[src/rtl/uart_tx_fifo_drain_pkg.sv]
// Shared definitions for the FIFO-draining UART transmitter: state encodings,
// default bit period, idle line level and the parity helper.
package uart_tx_fifo_drain_pkg;

    typedef enum logic [2:0] {
        ST_IDLE   = 3'd0,
        ST_WAIT   = 3'd1,
        ST_LOAD   = 3'd2,
        ST_START  = 3'd3,
        ST_DATA   = 3'd4,
        ST_PARITY = 3'd5,
        ST_STOP   = 3'd6
    } tx_state_e;

    // 50 MHz system clock at 115200 baud.
    localparam logic [15:0] DEF_CLKS_PER_BIT = 16'd434;
    localparam logic        TX_IDLE_LVL      = 1'b1;
    localparam logic [2:0]  LAST_DATA_BIT    = 3'd7;

    function automatic logic even_parity(input logic [7:0] data);
        return ^data;
    endfunction

endpackage

[src/rtl/uart_tx_fifo_drain_if.sv]
// Read-side handshake between a synchronous 8-bit FIFO and its UART drain.
// The master (drain) issues read pulses; the slave (FIFO) supplies data and empty.
interface uart_tx_fifo_drain_if;

    logic [7:0] fifo_dout;
    logic       fifo_emptyp;
    logic       fifo_readp;

    modport master (
        input  fifo_dout,
        input  fifo_emptyp,
        output fifo_readp
    );

    modport slave (
        output fifo_dout,
        output fifo_emptyp,
        input  fifo_readp
    );

endinterface

[src/rtl/uart_tx_fifo_drain_baud_cnt.sv]
// Bit-period counter: counts 0..CLKS_PER_BIT-1 and flags the last cycle of each
// period. Shared with a future receiver feeding the FIFO write side.
module uart_baud_cnt #(
    parameter logic [15:0] CLKS_PER_BIT = 16'd434
) (
    input  logic clk,
    input  logic rstp,
    input  logic clr,
    output logic tick
);

    logic [15:0] cnt_r;
    logic        last_s;

    assign last_s = (cnt_r == (CLKS_PER_BIT - 16'd1));
    assign tick   = last_s;

    // Period counter; clear realigns the period to a state entry.
    always_ff @(posedge clk) begin
        if (rstp) begin
            cnt_r <= 16'd0;
        end else if (clr || last_s) begin
            cnt_r <= 16'd0;
        end else begin
            cnt_r <= cnt_r + 16'd1;
        end
    end

endmodule

[src/rtl/uart_tx_fifo_drain.sv]
// UART 8N1/8N2 transmitter that drains a synchronous FIFO, one read per frame.
// Build option: define UART_TX_PARITY_EN to append an even-parity bit after the data.
module uart_tx_fifo_drain
    import uart_tx_fifo_drain_pkg::*;
#(
    parameter logic [15:0] CLKS_PER_BIT = DEF_CLKS_PER_BIT,
    parameter int unsigned STOP_BITS    = 32'd1
) (
    input  logic                        clk,
    input  logic                        rstp,
    uart_tx_fifo_drain_if.master        fifo,
    output logic                        txd,
    output logic                        busy,
    output logic                        tx_done
);

    tx_state_e   state_r,    state_nxt_s;
    logic [7:0]  shift_r,    shift_nxt_s;
    logic [2:0]  bit_cnt_r,  bit_cnt_nxt_s;
    logic        stop_cnt_r, stop_cnt_nxt_s;
    logic        txd_r,      txd_nxt_s;
    logic        readp_r,    readp_nxt_s;
    logic        busy_r,     busy_nxt_s;
    logic        done_r,     done_nxt_s;
    logic        tick_s;
    logic        clr_s;
    logic        stop_last_s;
`ifdef UART_TX_PARITY_EN
    logic        parity_r,   parity_nxt_s;
`endif

    assign clr_s       = (state_nxt_s != state_r);
    assign stop_last_s = (STOP_BITS == 32'd2) ? stop_cnt_r : 1'b1;

    uart_baud_cnt #(
        .CLKS_PER_BIT(CLKS_PER_BIT)
    ) u_baud (
        .clk  (clk),
        .rstp (rstp),
        .clr  (clr_s),
        .tick (tick_s)
    );

    // Next-state, datapath and next-output decode.
    always_comb begin
        state_nxt_s    = state_r;
        shift_nxt_s    = shift_r;
        bit_cnt_nxt_s  = bit_cnt_r;
        stop_cnt_nxt_s = stop_cnt_r;
        done_nxt_s     = 1'b0;
`ifdef UART_TX_PARITY_EN
        parity_nxt_s   = parity_r;
`endif
        case (state_r)
            ST_IDLE: begin
                if (!fifo.fifo_emptyp) begin
                    state_nxt_s = ST_WAIT;
                end else begin
                    state_nxt_s = ST_IDLE;
                end
            end
            // An empty flag here means the FIFO was reset under us: no read.
            ST_WAIT: begin
                if (fifo.fifo_emptyp) begin
                    state_nxt_s = ST_IDLE;
                end else begin
                    state_nxt_s = ST_LOAD;
                end
            end
            ST_LOAD: begin
                shift_nxt_s    = fifo.fifo_dout;
                bit_cnt_nxt_s  = 3'd0;
                stop_cnt_nxt_s = 1'b0;
`ifdef UART_TX_PARITY_EN
                parity_nxt_s   = even_parity(fifo.fifo_dout);
`endif
                state_nxt_s    = ST_START;
            end
            ST_START: begin
                if (tick_s) begin
                    state_nxt_s = ST_DATA;
                end else begin
                    state_nxt_s = ST_START;
                end
            end
            ST_DATA: begin
                if (tick_s) begin
                    shift_nxt_s = {1'b0, shift_r[7:1]};
                    if (bit_cnt_r == LAST_DATA_BIT) begin
                        bit_cnt_nxt_s = 3'd0;
`ifdef UART_TX_PARITY_EN
                        state_nxt_s   = ST_PARITY;
`else
                        state_nxt_s   = ST_STOP;
`endif
                    end else begin
                        bit_cnt_nxt_s = bit_cnt_r + 3'd1;
                    end
                end else begin
                    state_nxt_s = ST_DATA;
                end
            end
`ifdef UART_TX_PARITY_EN
            ST_PARITY: begin
                if (tick_s) begin
                    state_nxt_s = ST_STOP;
                end else begin
                    state_nxt_s = ST_PARITY;
                end
            end
`endif
            // The done pulse is registered, so it lands in the first idle cycle.
            ST_STOP: begin
                if (tick_s) begin
                    if (stop_last_s) begin
                        state_nxt_s = ST_IDLE;
                        done_nxt_s  = 1'b1;
                    end else begin
                        stop_cnt_nxt_s = 1'b1;
                    end
                end else begin
                    state_nxt_s = ST_STOP;
                end
            end
            default: begin
                state_nxt_s = ST_IDLE;
            end
        endcase

        readp_nxt_s = (state_nxt_s == ST_LOAD);
        busy_nxt_s  = (state_nxt_s != ST_IDLE);
        case (state_nxt_s)
            ST_START:  txd_nxt_s = 1'b0;
            ST_DATA:   txd_nxt_s = shift_nxt_s[0];
`ifdef UART_TX_PARITY_EN
            ST_PARITY: txd_nxt_s = parity_nxt_s;
`endif
            default:   txd_nxt_s = TX_IDLE_LVL;
        endcase
    end

    // State, datapath and registered outputs.
    always_ff @(posedge clk) begin
        if (rstp) begin
            state_r    <= ST_IDLE;
            shift_r    <= 8'h00;
            bit_cnt_r  <= 3'd0;
            stop_cnt_r <= 1'b0;
            txd_r      <= TX_IDLE_LVL;
            readp_r    <= 1'b0;
            busy_r     <= 1'b0;
            done_r     <= 1'b0;
`ifdef UART_TX_PARITY_EN
            parity_r   <= 1'b0;
`endif
        end else begin
            state_r    <= state_nxt_s;
            shift_r    <= shift_nxt_s;
            bit_cnt_r  <= bit_cnt_nxt_s;
            stop_cnt_r <= stop_cnt_nxt_s;
            txd_r      <= txd_nxt_s;
            readp_r    <= readp_nxt_s;
            busy_r     <= busy_nxt_s;
            done_r     <= done_nxt_s;
`ifdef UART_TX_PARITY_EN
            parity_r   <= parity_nxt_s;
`endif
        end
    end

    assign fifo.fifo_readp = readp_r;
    assign txd             = txd_r;
    assign busy            = busy_r;
    assign tx_done         = done_r;

endmodule
[src/flat_wrapper.sv]
// flat-port wrapper written by rule: the top's interface ports become plain ports
module uart_tx_fifo_drain_flat import uart_tx_fifo_drain_pkg::*;
#(
    parameter logic [15:0] CLKS_PER_BIT = DEF_CLKS_PER_BIT,
    parameter int unsigned STOP_BITS    = 32'd1
)
  (clk, rstp, txd, busy, tx_done, fifo_fifo_dout, fifo_fifo_emptyp, fifo_fifo_readp);
  uart_tx_fifo_drain_if fifo_i ();
  input  logic clk;
  input  logic rstp;
  output logic txd;
  output logic busy;
  output logic tx_done;
  input wire logic [$bits(fifo_i.fifo_dout)-1:0] fifo_fifo_dout;
  input wire logic [$bits(fifo_i.fifo_emptyp)-1:0] fifo_fifo_emptyp;
  output wire logic [$bits(fifo_i.fifo_readp)-1:0] fifo_fifo_readp;
  assign fifo_i.fifo_dout = fifo_fifo_dout;
  assign fifo_i.fifo_emptyp = fifo_fifo_emptyp;
  assign fifo_fifo_readp = fifo_i.fifo_readp;
  uart_tx_fifo_drain #(.CLKS_PER_BIT(CLKS_PER_BIT), .STOP_BITS(STOP_BITS)) u_core (.clk(clk), .rstp(rstp), .fifo(fifo_i), .txd(txd), .busy(busy), .tx_done(tx_done));
endmodule
[config.mk]
export PLATFORM = sky130hd
export DESIGN_NAME = uart_tx_fifo_drain_flat
export DESIGN_NICKNAME = d
export VERILOG_FILES = /design/src/rtl/uart_tx_fifo_drain_pkg.sv /design/src/rtl/uart_tx_fifo_drain_if.sv /design/src/rtl/uart_tx_fifo_drain_baud_cnt.sv /design/src/rtl/uart_tx_fifo_drain.sv /design/src/flat_wrapper.sv
export SDC_FILE = /design/constraint.sdc
export NUM_CORES = 1
export LEC_CHECK = 0
export BUFFER_PORTS_ARGS = -buffer_cell sky130_fd_sc_hd__buf_4
export CORE_ASPECT_RATIO = 0.8
export CORE_MARGIN = 10
export CORE_UTILIZATION = 43
export DETAILED_ROUTE_END_ITERATION = 6
export PLACE_DENSITY_LB_ADDON = 0.12
export RECOVER_POWER = 25
export SLEW_MARGIN = 20
export SYNTH_ARGS = -nofsm -noshare
export SYNTH_HDL_FRONTEND = slang
export SYNTH_SLANG_ARGS = --single-unit
[constraint.sdc]
create_clock -name clk -period 4.6 [get_ports clk]
set_clock_uncertainty 0.2 [all_clocks]
set_input_delay 0.46 -clock clk [delete_from_list [all_inputs] [get_ports clk]]
set_output_delay 0.46 -clock clk [all_outputs]
set_load 0.03 [all_outputs]
==> results of run 1 <==
[report_power, final]
part	switching (mW)	internal [mW]	leakage (nW)	total, mW
combinational	0.0245	0.0177	0.272	0.0421
sequential	0.00806	0.302	0.275	0.310
clock	0.0936	0.115	0.0431	0.209
total	0.126	0.435	0.591	0.561
[tightest hold or removal path, delay by kind of cell]
| family | cells | cell delay, ns |
|---|---|---|
| buffers and inverters | 1 | 0.08 |
| and+or+nand+nor | 1 | 0.07 |
| AOI/OAI and AO/OA | 1 | 0.05 |
[layout make-up]
cell class	instances	share of cell area (%)
inverter	6	1.31
timing repair buffer	15	5.69
multi-input combinational	126	45.4
sequential	34	39.7
tap	42	3.06
clock buffer	6	4.81
[path summary, 6_finish.rpt]
path              slack (ns)                   to  depth (start not counted)                    from
hold reg to reg         0.25    u_core.shift_r[4]                          2       u_core.shift_r[4]
setup reg to reg        1.87  u_core.bit_cnt_r[0]                          6  u_core.u_baud.cnt_r[0]
setup / recovery        1.87  u_core.bit_cnt_r[0]                          6  u_core.u_baud.cnt_r[0]
hold / removal          0.21    u_core.shift_r[7]                          3       fifo_fifo_dout[7]
[per-layer routing]
metal / global-route usage [%] / vias to the layer above
li1: - / 643
met1: 13.1 / 560
met2: 15.1 / 41
met3: 4.53 / 7
met4: 5.57 / 0
met5: 0 / -
[flip-flops by register name, summed over array words and instances, names as in the netlist]
signal and cells:
u_core.bit_cnt_r 3, u_core.busy 1, u_core.fifo.fifo_readp 1, u_core.shift_r 8
u_core.state_r 3, u_core.tx_done 1, u_core.txd 1, u_core.u_baud.cnt_r 16
[synth_stat cells (2+ instances only)]
| master | count | area (um^2) |
|---|---|---|
| or3b_2 | 2 | 17.5 |
| nand2_1 | 17 | 63.8 |
| ha_1 | 4 | 50.1 |
| inv_1 | 6 | 22.5 |
| xor2_1 | 8 | 70.1 |
| nand3_1 | 5 | 25.0 |
| a22oi_1 | 7 | 52.6 |
| xnor2_1 | 5 | 43.8 |
| dfxtp_1 | 34 | 681 |
| nand4_1 | 5 | 31.3 |
| nor3_1 | 5 | 25.0 |
| o21ai_0 | 5 | 25.0 |
| clkbuf_1 | 6 | 22.5 |
| nor2_1 | 21 | 78.8 |
| a21oi_1 | 15 | 75.1 |
| or4_1 | 2 | 15.0 |
| or3_1 | 2 | 12.5 |
| o211ai_1 | 2 | 15.0 |
| nor4_1 | 2 | 12.5 |
[cells by family (layout without fill, tap and decap cells)]
group	after synthesis	in the layout
AND/OR/NAND/NOR	72	72
AO/OA/AOI/OAI	35	35
flip-flops	34	34
buffers and inverters	14	27
XOR/XNOR	13	13
adder cells (fa/ha/maj)	5	5
multiplexers	1	1
[stage by stage]
stage          hold WS, ns  setup slack [ns]
2_1_floorplan        0.236              2.26
3_3_place_gp         0.249              2.15
3_5_place_dp         0.249              2.04
4_1_cts              0.206              2.02
5_1_grt              0.221              1.65
6_report             0.208              1.87
==> metrics.md, run 1 <==
| Metric | Value |
|---|---|
| First-pass GRT wire length | `about 5400 um` |
| Number of max-cap violations | `0` |
| Xor and xnor area share after synthesis | `about 7.5%` |
| Clock slew at the register clock pins of the worst setup and hold paths | `0.06 ns` |
| Post-Synth Adder-Cell Area | `between 3 and 4%` |
| Pwr dens | `around 330 mW/mm^2` |
| Root buf cell | `clkbuf_8` |
| CTS sink count | `34` |
| Filler Cell Count | `between 300 and 400` |
| Critical Path Most Common Cell | `a21oi_1` |
| Synth Cell Area | `about 0.0015 mm^2` |
| Setup violations, final | `0` |
| FF/Latch Area | `681 um^2` |
| Worst vdd ir | `about 0.18 mV` |
| Run status | `completed` |
| Crit-path cells | `ha_1, or3b_2, nor4_4, a21oi_1, or4_1, a21oi_1` |
| Max FO, Critical Path | `10` |
| Die area | `about 0.0063 mm^2` |
| Worst path required time | `4.61 ns` |
| Critical Path Source Type | `flop` |
| Placed Area | `roughly 0.0017 mm^2` |
| Synth Area in Simple Gates | `about a quarter` |
| Share of layout cells above drive strength 1 | `13.4%` |
| Slowest cell on the critical path | `or4_1` |
| #FFs+latches synth | `34` |
| Endpoints failing hold | `0` |
| Cell variety after synth | `40` |
| Top Ports | `15` |
| Top layer in use | `met4` |
| FMAX | `between 0.3 and 0.4 GHz` |
| Avg Inst Size Synth | `between 8 and 9 um^2` |
| Post-Layout Cell Count | `229` |
| Drt pass-1 iters | `4` |
| H-tree level count | `2` |
| Ys flop type | `dfxtp_1` |
| FP Rows | `19` |
| GRT Resource Usage Total | `between 10% and 20%` |
| Setup TNS | `0 ns` |
| Vias in the first global route | `about 1200` |
| Ys Warns | `0` |
| Synth Area in Compound Gates | `14.8%` |
| # port buffers | `14` |
| Commonest cells after routing, fill and taps aside | `dfxtp_1, nor2_1, nand2_1, a21oi_1, buf_4` |
| PostCTS Resize Cnt | `0` |
| Sequential fraction of the synthesis area | `between 40% and 50%` |
| Routed len/inst | `13.5 um` |
| TritonCTS buffer count | `5` |
| Antenna diode count | `0` |
| Die width | `86.6 um` |
| Via count | `around 1300` |
| Crit path max-delay family | `simple AND/OR/NAND/NOR gates` |
| Most common cell after layout, fill and taps aside | `dfxtp_1` |
| Footprint of the multi-input gates | `between 700 and 800 um^2` |
| Cts hold-fix bufs | `0` |
| Metal3 WL | `between 200 and 300 um` |
| Syn Inst Count | `~170` |
| Initial DRC Count | `103` |
| DRC | `0` |
| Overflow after GRT | `0` |
| Antenna Nets Post-Route | `0` |
| Hold Path Class | `in2reg` |
| Die Ht | `approximately 73 um` |
| Relative slew margins | `~54%` |
| Post-synth EDFFs | `0` |
| Hpwl dp | `2300 um` |
| Placer Congestion | `between 0.7 and 0.8` |
| Largest family of logic cells by synthesized area | `simple AND/OR/NAND/NOR gates` |
| Largest net degree at the start of global routing | `20` |
| Initial core utilization | `~45%` |
| Placed cell count | `between 200 and 250` |
| Period minus WS final | `roughly 2.7 ns` |
| DRT Wirelength | `3100 um` |
| Period utilization | `between 50% and 60%` |
| Share of synthesized registers carrying an async set or reset | `0%` |
| Crit Path Category | `reg2reg` |
| RSZ-0062 raised after global routing | `false` |
| Mapped Nets | `~190` |
| Worst path bufs/invs | `0` |
| Fin util | `about half` |
| Final Max Slew Viols | `0` |
| Post-layout net count | `203` |
| Final instance area | `roughly 0.0017 mm^2` |
| Crit. End Element | `flop` |
| Bufs on Longest Clock Path | `2` |
| Power after layout | `approximately 0.56 mW` |
| Cell leakage power | `0.591 nW` |
| Postcts setup bufs | `0` |
| Wl on met1 | `roughly 1500 um` |
| Worst EP arrival | `around 2.8 ns` |
| Worst Max-Slew Pin Slew | `0.687 ns` |
| Clock latency on the worst-skew pair | `roughly 0.28 ns` |
| Post-synthesis mux area share | `0.656%` |
| CTS tree | `yes` |
| Met2 WL | `approximately 1300 um` |
| Initial antenna violation count | `0` |
| Area Overhead vs Synth | `12.4%` |
| Via density | `between 5 and 6` |
| CP max stage delay | `between 0.4 and 0.5 ns` |
| Core area | `between 0.003 and 0.004 mm^2` |
No activity file was read; power rests on OpenSTA's default activity.
==> run 2: changes to the inputs <==
ABC_AREA = 1   (was not set)
clock period = 2.53 ns   (was 4.6 ns; I/O delays follow)
==> metrics.md, run 2 <==
| Metric | Value |
|---|---|
| Run status | `completed (unchanged)` |
| Cell leakage power | `0.808 nW (was 0.591 nW)` |
| Number of max-cap violations | `0 (unchanged)` |
| Placer Congestion | `0.810 (was 0.746)` |
| Core area | `0.00383 mm^2 (was 0.00342 mm^2)` |
| CP Launch Point | `rstp (was u_core.u_baud.cnt_r[0])` |
| Worst path required time | `2.54 ns (was 4.61 ns)` |
| Period minus WS final | `roughly 1.9 ns` |
| Mapped Nets | `249 (was 189)` |
| DRT Wirelength | `3370 um (was 3100 um)` |
| Largest net degree at the start of global routing | `17 (was 20)` |
| Endpoints failing hold | `0 (unchanged)` |
| Top Registers | `u_core.u_baud.cnt_r (16), u_core.shift_r (8) (unchanged)` |
| Setup TNS | `0 ns (unchanged)` |
| Share of synthesized registers carrying an async set or reset | `0% (unchanged)` |
| Xor and xnor area share after synthesis | `3.58% (was 7.46%)` |
| Via density | `4.66 (was 5.46)` |
| Die area | `0.00692 mm^2 (was 0.00635 mm^2)` |
| Commonest cells after routing, fill and taps aside | `nand2_1, nor2_1, dfxtp_1, inv_1, nand3_1 (was dfxtp_1, nor2_1, nand2_1, a21oi_1, buf_4)` |
| Power after layout | `1.17 mW (was 0.561 mW)` |
| Drt pass-1 iters | `4 (unchanged)` |
| Largest family of logic cells by synthesized area | `simple AND/OR/NAND/NOR gates (unchanged)` |
| Hpwl dp | `2550 um (was 2300 um)` |
| Die width | `90.5 um (was 86.6 um)` |
| Cell taking the most area after synthesis | `dfxtp_1 (unchanged)` |
| Worst EP arrival | `1.93 ns (was 2.75 ns)` |
| Post-synthesis mux area share | `0% (was 0.656%)` |
| Most common cell after layout, fill and taps aside | `nand2_1 (was dfxtp_1)` |
| Crit. End Element | `flop (unchanged)` |
| Clock latency on the worst-skew pair | `0.29 ns (was 0.28 ns)` |
| Clock slew at the register clock pins of the worst setup and hold paths | `0.07 ns (was 0.06 ns)` |
| Area Overhead vs Synth | `14.7% (was 12.4%)` |
| Max reg flops | `16 (unchanged)` |
| HP Start | `fifo_fifo_dout[7] (unchanged)` |
| Period utilization | `approximately 76%` |
| First-pass GRT wire length | `6040 um (was 5350 um)` |
| Antenna Nets Post-Route | `0 (unchanged)` |
| Final Max Slew Viols | `0 (unchanged)` |
| Overflow after GRT | `0 (unchanged)` |
| Vias in the first global route | `1371 (was 1170)` |
| Worst vdd ir | `0.317 mV (was 0.181 mV)` |
| Layer with the highest usage | `met2 (unchanged)` |
| Sequential fraction of the synthesis area | `39.8% (was 44.6%)` |
| #FFs+latches synth | `34 (unchanged)` |
| Biggest register | `u_core.u_baud.cnt_r (unchanged)` |
| Most instantiated cells after synthesis | `nand2_1, dfxtp_1, nor2_1, inv_1, nand3_1 (was dfxtp_1, nor2_1, nand2_1, a21oi_1, xor2_1)` |
| Synth Cell Area | `0.00171 mm^2 (was 0.00153 mm^2)` |
| FP Rows | `20 (was 19)` |
| Cell variety after synth | `28 (was 40)` |
| Critical Path Source Type | `input port (was flop)` |
| Initial DRC Count | `70 (was 103)` |
| Synth Area in Compound Gates | `11.2% (was 14.8%)` |
| Post-layout net count | `269 (was 203)` |
| Antenna diode count | `0 (unchanged)` |
| Max FO, Critical Path | `16 (was 10)` |
| GRT Resource Usage Total | `10.3% (was 10.6%)` |
| Share of layout cells above drive strength 1 | `14.9% (was 13.4%)` |
| Routed len/inst | `10.9 um (was 13.5 um)` |
| CTS tree | `yes (unchanged)` |
| Avg Inst Size Synth | `7.31 um^2 (was 8.77 um^2)` |
| Post-Layout Cell Count | `310 (was 229)` |
| Placed cell count | `301 (was 223)` |
| Crit Path Category | `in2reg (was reg2reg)` |
| Hold Path Class | `in2reg (unchanged)` |
| Root buf cell | `clkbuf_8 (unchanged)` |
| Initial core utilization | `44.7% (was 44.6%)` |
| Count leader, synth | `nand2_1 (was dfxtp_1)` |
| DRC | `0 (unchanged)` |
| Worst Max-Slew Pin Slew | `0.505 ns (was 0.687 ns)` |
| RR Startpoint | `u_core.u_baud.cnt_r[0] (unchanged)` |
| Via count | `1446 (was 1251)` |
| Synth Area in Simple Gates | `34.6% (was 24.9%)` |
| Relative slew margins | `66.3% (was 53.8%)` |
| H-tree level count | `2 (unchanged)` |
| Setup violations, final | `0 (unchanged)` |
| TritonCTS buffer count | `5 (unchanged)` |
| Top cells by area, synth | `dfxtp_1, nand2_1, nor2_1, inv_1, nand3_1 (was dfxtp_1, nor2_1, a21oi_1, xor2_1, nand2_1)` |
| RSZ-0062 raised after global routing | `false (unchanged)` |
| Met3 usage | `3.64% (was 4.53%)` |
| Post-synth EDFFs | `0 (unchanged)` |
| Initial antenna violation count | `0 (unchanged)` |
| Met2 Use GR | `14.6% (was 15.1%)` |
| Top Ports | `15 (unchanged)` |
| Bufs on Longest Clock Path | `2 (unchanged)` |
| Syn Inst Count | `234 (was 174)` |
| FMAX | `about 0.52 GHz` |
| CTS sink count | `34 (unchanged)` |
| Ys Warns | `0 (unchanged)` |
| # port buffers | `14 (unchanged)` |
| Ys flop type | `dfxtp_1 (unchanged)` |
| Met1 GRT Util | `13.6% (was 13.1%)` |
| Post-Synth Adder-Cell Area | `2.92% (was 3.93%)` |
| Pwr dens | `598 mW/mm^2 (was 327 mW/mm^2)` |
| Die Ht | `76.4 um (was 73.3 um)` |
| Filler Cell Count | `398 (was 321)` |
| Top cell type's share of synthesized area | `39.8% (was 44.6%)` |
==> run 2: report_power, final <==
| part | leakage [nW] | internal (mW) | switching (mW) |
|---|---|---|---|
| Sequential | 0.276 | 0.556 | 0.0121 |
| Clock | 0.0579 | 0.290 | 0.201 |
| Combinational | 0.474 | 0.0421 | 0.0729 |
==> run 2: cells by family after synthesis <==
logic type,count (synthesis)
buffers and inverters,34
AO/OA/AOI/OAI,29
AND/OR/NAND/NOR,126
flip-flops,34
XOR/XNOR,7
adder cells (fa/ha/maj),4
==> run 2: final timing paths <==
check	cells after the start	end	slack, ns
worst max-delay path	5	u_core.u_baud.cnt_r[12]	0.60
worst min-delay path	3	u_core.shift_r[7]	0.02
worst max register to register	12	u_core.busy	0.68
worst min register to register	2	u_core.shift_r[7]	0.26
==> run 2: layer usage <==
metal / routed length (um) / vias up
met3: 155 / 8
met1: 1820 / 628
met5: 0 / -
met4: 68 / 0
li1: - / 789
met2: 1330 / 21
==> run 2: worst max-delay path, cell delays in order <==
cell and delay, ns:
dlygate4sd3_1 0.54, clkbuf_1 0.23, inv_1 0.31, o2111ai_4 0.33
nor3b_1 0.26
==> run 2: area by class of cell <==
| type | instances | area [um^2] | area share, % |
|---|---|---|---|
| Multi-Input combinational cell | 166 | 888 | 45.3 |
| Sequential cell | 34 | 681 | 34.7 |
| Inverter | 32 | 120 | 6.12 |
| Timing Repair Buffer | 15 | 96.3 | 4.91 |
| Clock buffer | 5 | 68.8 | 3.51 |
| Tap cell | 55 | 68.8 | 3.51 |
| Clock inverter | 3 | 40.0 | 2.04 |
==> run 2: what timing repair did <==
item | 4_1_cts | 5_1_grt
hold buffers | 1 | 0
endpoints found under the hold margin | 6 | 0
buffers inserted | 0 | 0
resized for setup | 0 | 0
==> run 2: stage by stage <==
stage | util [%] | hold slack [ns] | area (um^2) | worst slack (ns)
after CTS | 52.0 | 0.0103 | 1990 | 0.723
after global routing | 51.3 | 0.0248 | 1960 | 0.442
after detailed placement | 48.9 | 0.255 | 1870 | 0.772
after floorplan | - | 0.202 | 1710 | 0.946
after global placement | 48.9 | 0.249 | 1870 | 0.811
final | 51.3 | 0.0209 | 1960 | 0.601
==> run 3: changes to the inputs <==
clock period = 1.9 ns   (was 2.53 ns; I/O delays follow)
==> metrics.md, run 3 (synthesis results as in run 2) <==
| Metric | Value |
|---|---|
| Root buf cell | `clkbuf_8 (unchanged)` |
| CP max stage delay | `0.35 ns (was 0.54 ns)` |
| GRT Resource Usage Total | `10.6% (was 10.3%)` |
| Critical Path Source Type | `flop (was input port)` |
| Biggest register | `u_core.u_baud.cnt_r (unchanged)` |
| Sequential share of power | `44.0% (was 48.4%)` |
| Number of max-cap violations | `0 (unchanged)` |
| Antenna Nets Post-Route | `0 (unchanged)` |
| CTS sink count | `34 (unchanged)` |
| Initial core utilization | `44.7% (unchanged)` |
| Worst Slack Setup Final | `0.179 ns (was 0.601 ns)` |
| Hold Path Class | `in2reg (unchanged)` |
| Filler Cell Count | `379 (was 398)` |
| Initial DRC Count | `80 (was 70)` |
| Crit path max-delay family | `simple AND/OR/NAND/NOR gates (was buffers and inverters)` |
| Worst path required time | `1.91 ns (was 2.54 ns)` |
| # port buffers | `14 (unchanged)` |
| Die width | `90.5 um (unchanged)` |
| H-tree level count | `2 (unchanged)` |
| Setup violations, final | `0 (unchanged)` |
| Placed cell count | `304 (was 301)` |
| Crit Path Category | `reg2reg (was in2reg)` |
| Max reg flops | `16 (unchanged)` |
| Vias in the first global route | `1425 (was 1371)` |
| Endpoints failing hold | `0 (unchanged)` |
| Clock slew at the register clock pins of the worst setup and hold paths | `0.08 ns (was 0.07 ns)` |
| Routed len/inst | `10.9 um (about the same)` |
| Clock share of power | `46.4% (was 41.8%)` |
| Cell leakage power | `0.857 nW (was 0.808 nW)` |
| Hpwl dp | `2600 um (was 2550 um)` |
| Commonest cells after routing, fill and taps aside | `nand2_1, nor2_1, dfxtp_1, inv_1 (was nand2_1, nor2_1, dfxtp_1, inv_1, nand3_1)` |
| Via count | `1491 (was 1446)` |
| Overflow after GRT | `0 (unchanged)` |
| Pre-CTS WS | `0.153 ns (was 0.772 ns)` |
| Die area | `0.00692 mm^2 (unchanged)` |
| Drt pass-1 iters | `4 (unchanged)` |
| Post-Layout Cell Count | `316 (was 310)` |
| Period minus WS final | `between 1.5 and 2 ns` |
| Period utilization | `between 90 and 100%` |
| Post-layout net count | `275 (was 269)` |
| Setup TNS | `0 ns (unchanged)` |
| Most common cell after layout, fill and taps aside | `nand2_1 (unchanged)` |
| Core area | `0.00383 mm^2 (unchanged)` |
| Worst EP arrival | `1.73 ns (was 1.93 ns)` |
| Max FO, Critical Path | `6 (was 16)` |
| Final instance area | `0.00206 mm^2 (was 0.00196 mm^2)` |
| Critical Path Most Common Cell | `inv_1` |
| DRC | `0 (unchanged)` |
| Placer Congestion | `0.824 (was 0.810)` |
| RSZ-0062 raised after global routing | `true (was false)` |
| Worst vdd ir | `0.592 mV (was 0.317 mV)` |
| Sw Ratio | `22.7% (was 24.4%)` |
| Via density | `4.72 (was 4.66)` |
| NetSw | `0.390 mW (was 0.286 mW)` |
| Crit. End Element | `flop (unchanged)` |
| Hold_ws | `0.0734 ns (was 0.0209 ns)` |
| Power share of the combinational group | `9.6% (was 9.8%)` |
| Pwr dens | `835 mW/mm^2 (was 598 mW/mm^2)` |
| Top Registers | `u_core.u_baud.cnt_r (16), u_core.shift_r (8) (unchanged)` |
| Slowest cell on the critical path | `dfxtp_1 (was dlygate4sd3_1)` |
| FMAX | `a little under 0.6 GHz` |
| Share of layout cells above drive strength 1 | `17.2% (was 14.9%)` |
| Die Ht | `76.4 um (unchanged)` |
| Initial antenna violation count | `0 (unchanged)` |
| Top Ports | `15 (unchanged)` |
| Clock latency on the worst-skew pair | `0.29 ns (about the same)` |
| Largest net degree at the start of global routing | `17 (unchanged)` |
| DRT Wirelength | `3460 um (was 3370 um)` |
| Run status | `completed (unchanged)` |
| Crit-path cells | `inv_1, ha_1, inv_1, nor2_1, nand2_1, nor2_4, nand2_4, o2111ai_4, clkbuf_1, nor3b_1 (was dlygate4sd3_1, clkbuf_1, inv_1, o2111ai_4, nor3b_1)` |
| Internal | `1.33 mW (was 0.888 mW)` |
| Placed Area | `0.00189 mm^2 (was 0.00187 mm^2)` |
| Final Max Slew Viols | `0 (unchanged)` |
| FP Rows | `20 (unchanged)` |
| Area Overhead vs Synth | `20.4% (was 14.7%)` |
| Bufs on Longest Clock Path | `2 (unchanged)` |
| Worst Max-Slew Pin Slew | `0.513 ns (was 0.505 ns)` |
| Relative slew margins | `65.5% (was 66.3%)` |
| First-pass GRT wire length | `6220 um (was 6040 um)` |
| CTS tree | `yes (unchanged)` |
| Antenna diode count | `0 (unchanged)` |
| Worst path bufs/invs | `3 (unchanged)` |
| TritonCTS buffer count | `5 (unchanged)` |
run 3: changes by cell type in the layout (fill, tap and decap cells not counted), sizes merged:
cell	change
dlygate4sd3	+1
clkinv	-1
bufinv	+1
buf	+5
run 3: worst paths after layout:
check / cells past startpoint / slack (ns) / to / from
max: 10 / 0.18 / u_core.u_baud.cnt_r[9] / u_core.u_baud.cnt_r[1]
min: 5 / 0.07 / u_core.shift_r[0] / fifo_fifo_dout[0]
max reg2reg: 10 / 0.18 / u_core.u_baud.cnt_r[9] / u_core.u_baud.cnt_r[1]
min reg2reg: 1 / 0.24 / u_core.u_baud.cnt_r[0] / u_core.u_baud.cnt_r[0]
run 3: per-stage QoR:
| stage | power, mW | util [%] |
|---|---|---|
| 6_report | 1.72 | 53.8 |
| 5_1_grt | 1.80 | 53.8 |
| 4_1_cts | 1.75 | 53.6 |
| 3_5_place_dp | 0.936 | 49.4 |
| 3_3_place_gp | 0.936 | 49.4 |
| 2_1_floorplan | 0.888 | - |
run 3: power groups by stage:
stage / logic, mW / registers [mW] / clock network (mW)
detailed placement: 0.162 / 0.774 / 0
finish: 0.165 / 0.758 / 0.799
floorplan: 0.104 / 0.784 / 0
global placement: 0.163 / 0.773 / 0
global route: 0.190 / 0.761 / 0.853
CTS: 0.166 / 0.757 / 0.822
run 3: area by class of cell:
cell class | count | area [um^2] | area share, %
Inverter | 32 | 120 | 5.83
Multi-Input combinational cell | 166 | 908 | 44.1
Clock buffer | 5 | 68.8 | 3.34
Sequential cell | 34 | 682 | 33.1
Clock inverter | 3 | 68.8 | 3.34
Tap cell | 55 | 68.8 | 3.34
Timing Repair Buffer | 21 | 144 | 6.98
run 3: what timing repair did:
action | 4_1_cts | 5_1_grt
endpoints found under the hold margin | 9 | 0
resized for setup | 0 | 3
setup endpoints to repair | 0 | 8
buffers inserted | 0 | 2
hold buffers | 2 | 0
run 3: metal layers:
metal / global-route usage (%) / up-vias / routed length (um)
met5: 0 / - / 0
met4: 4.76 / 0 / 58
met3: 3.64 / 7 / 192
met2: 14.9 / 30 / 1390
met1: 14.2 / 650 / 1810
li1: - / 804 / -
run 3: worst register-to-register path, stage by stage, from the launching register on:
cell	delay, ns
dfxtp_1	0.35
inv_1	0.05
ha_1	0.19
inv_1	0.05
nor2_1	0.03
nand2_1	0.10
nor2_4	0.05
nand2_4	0.12
o2111ai_4	0.14
clkbuf_1	0.18
nor3b_1	0.18
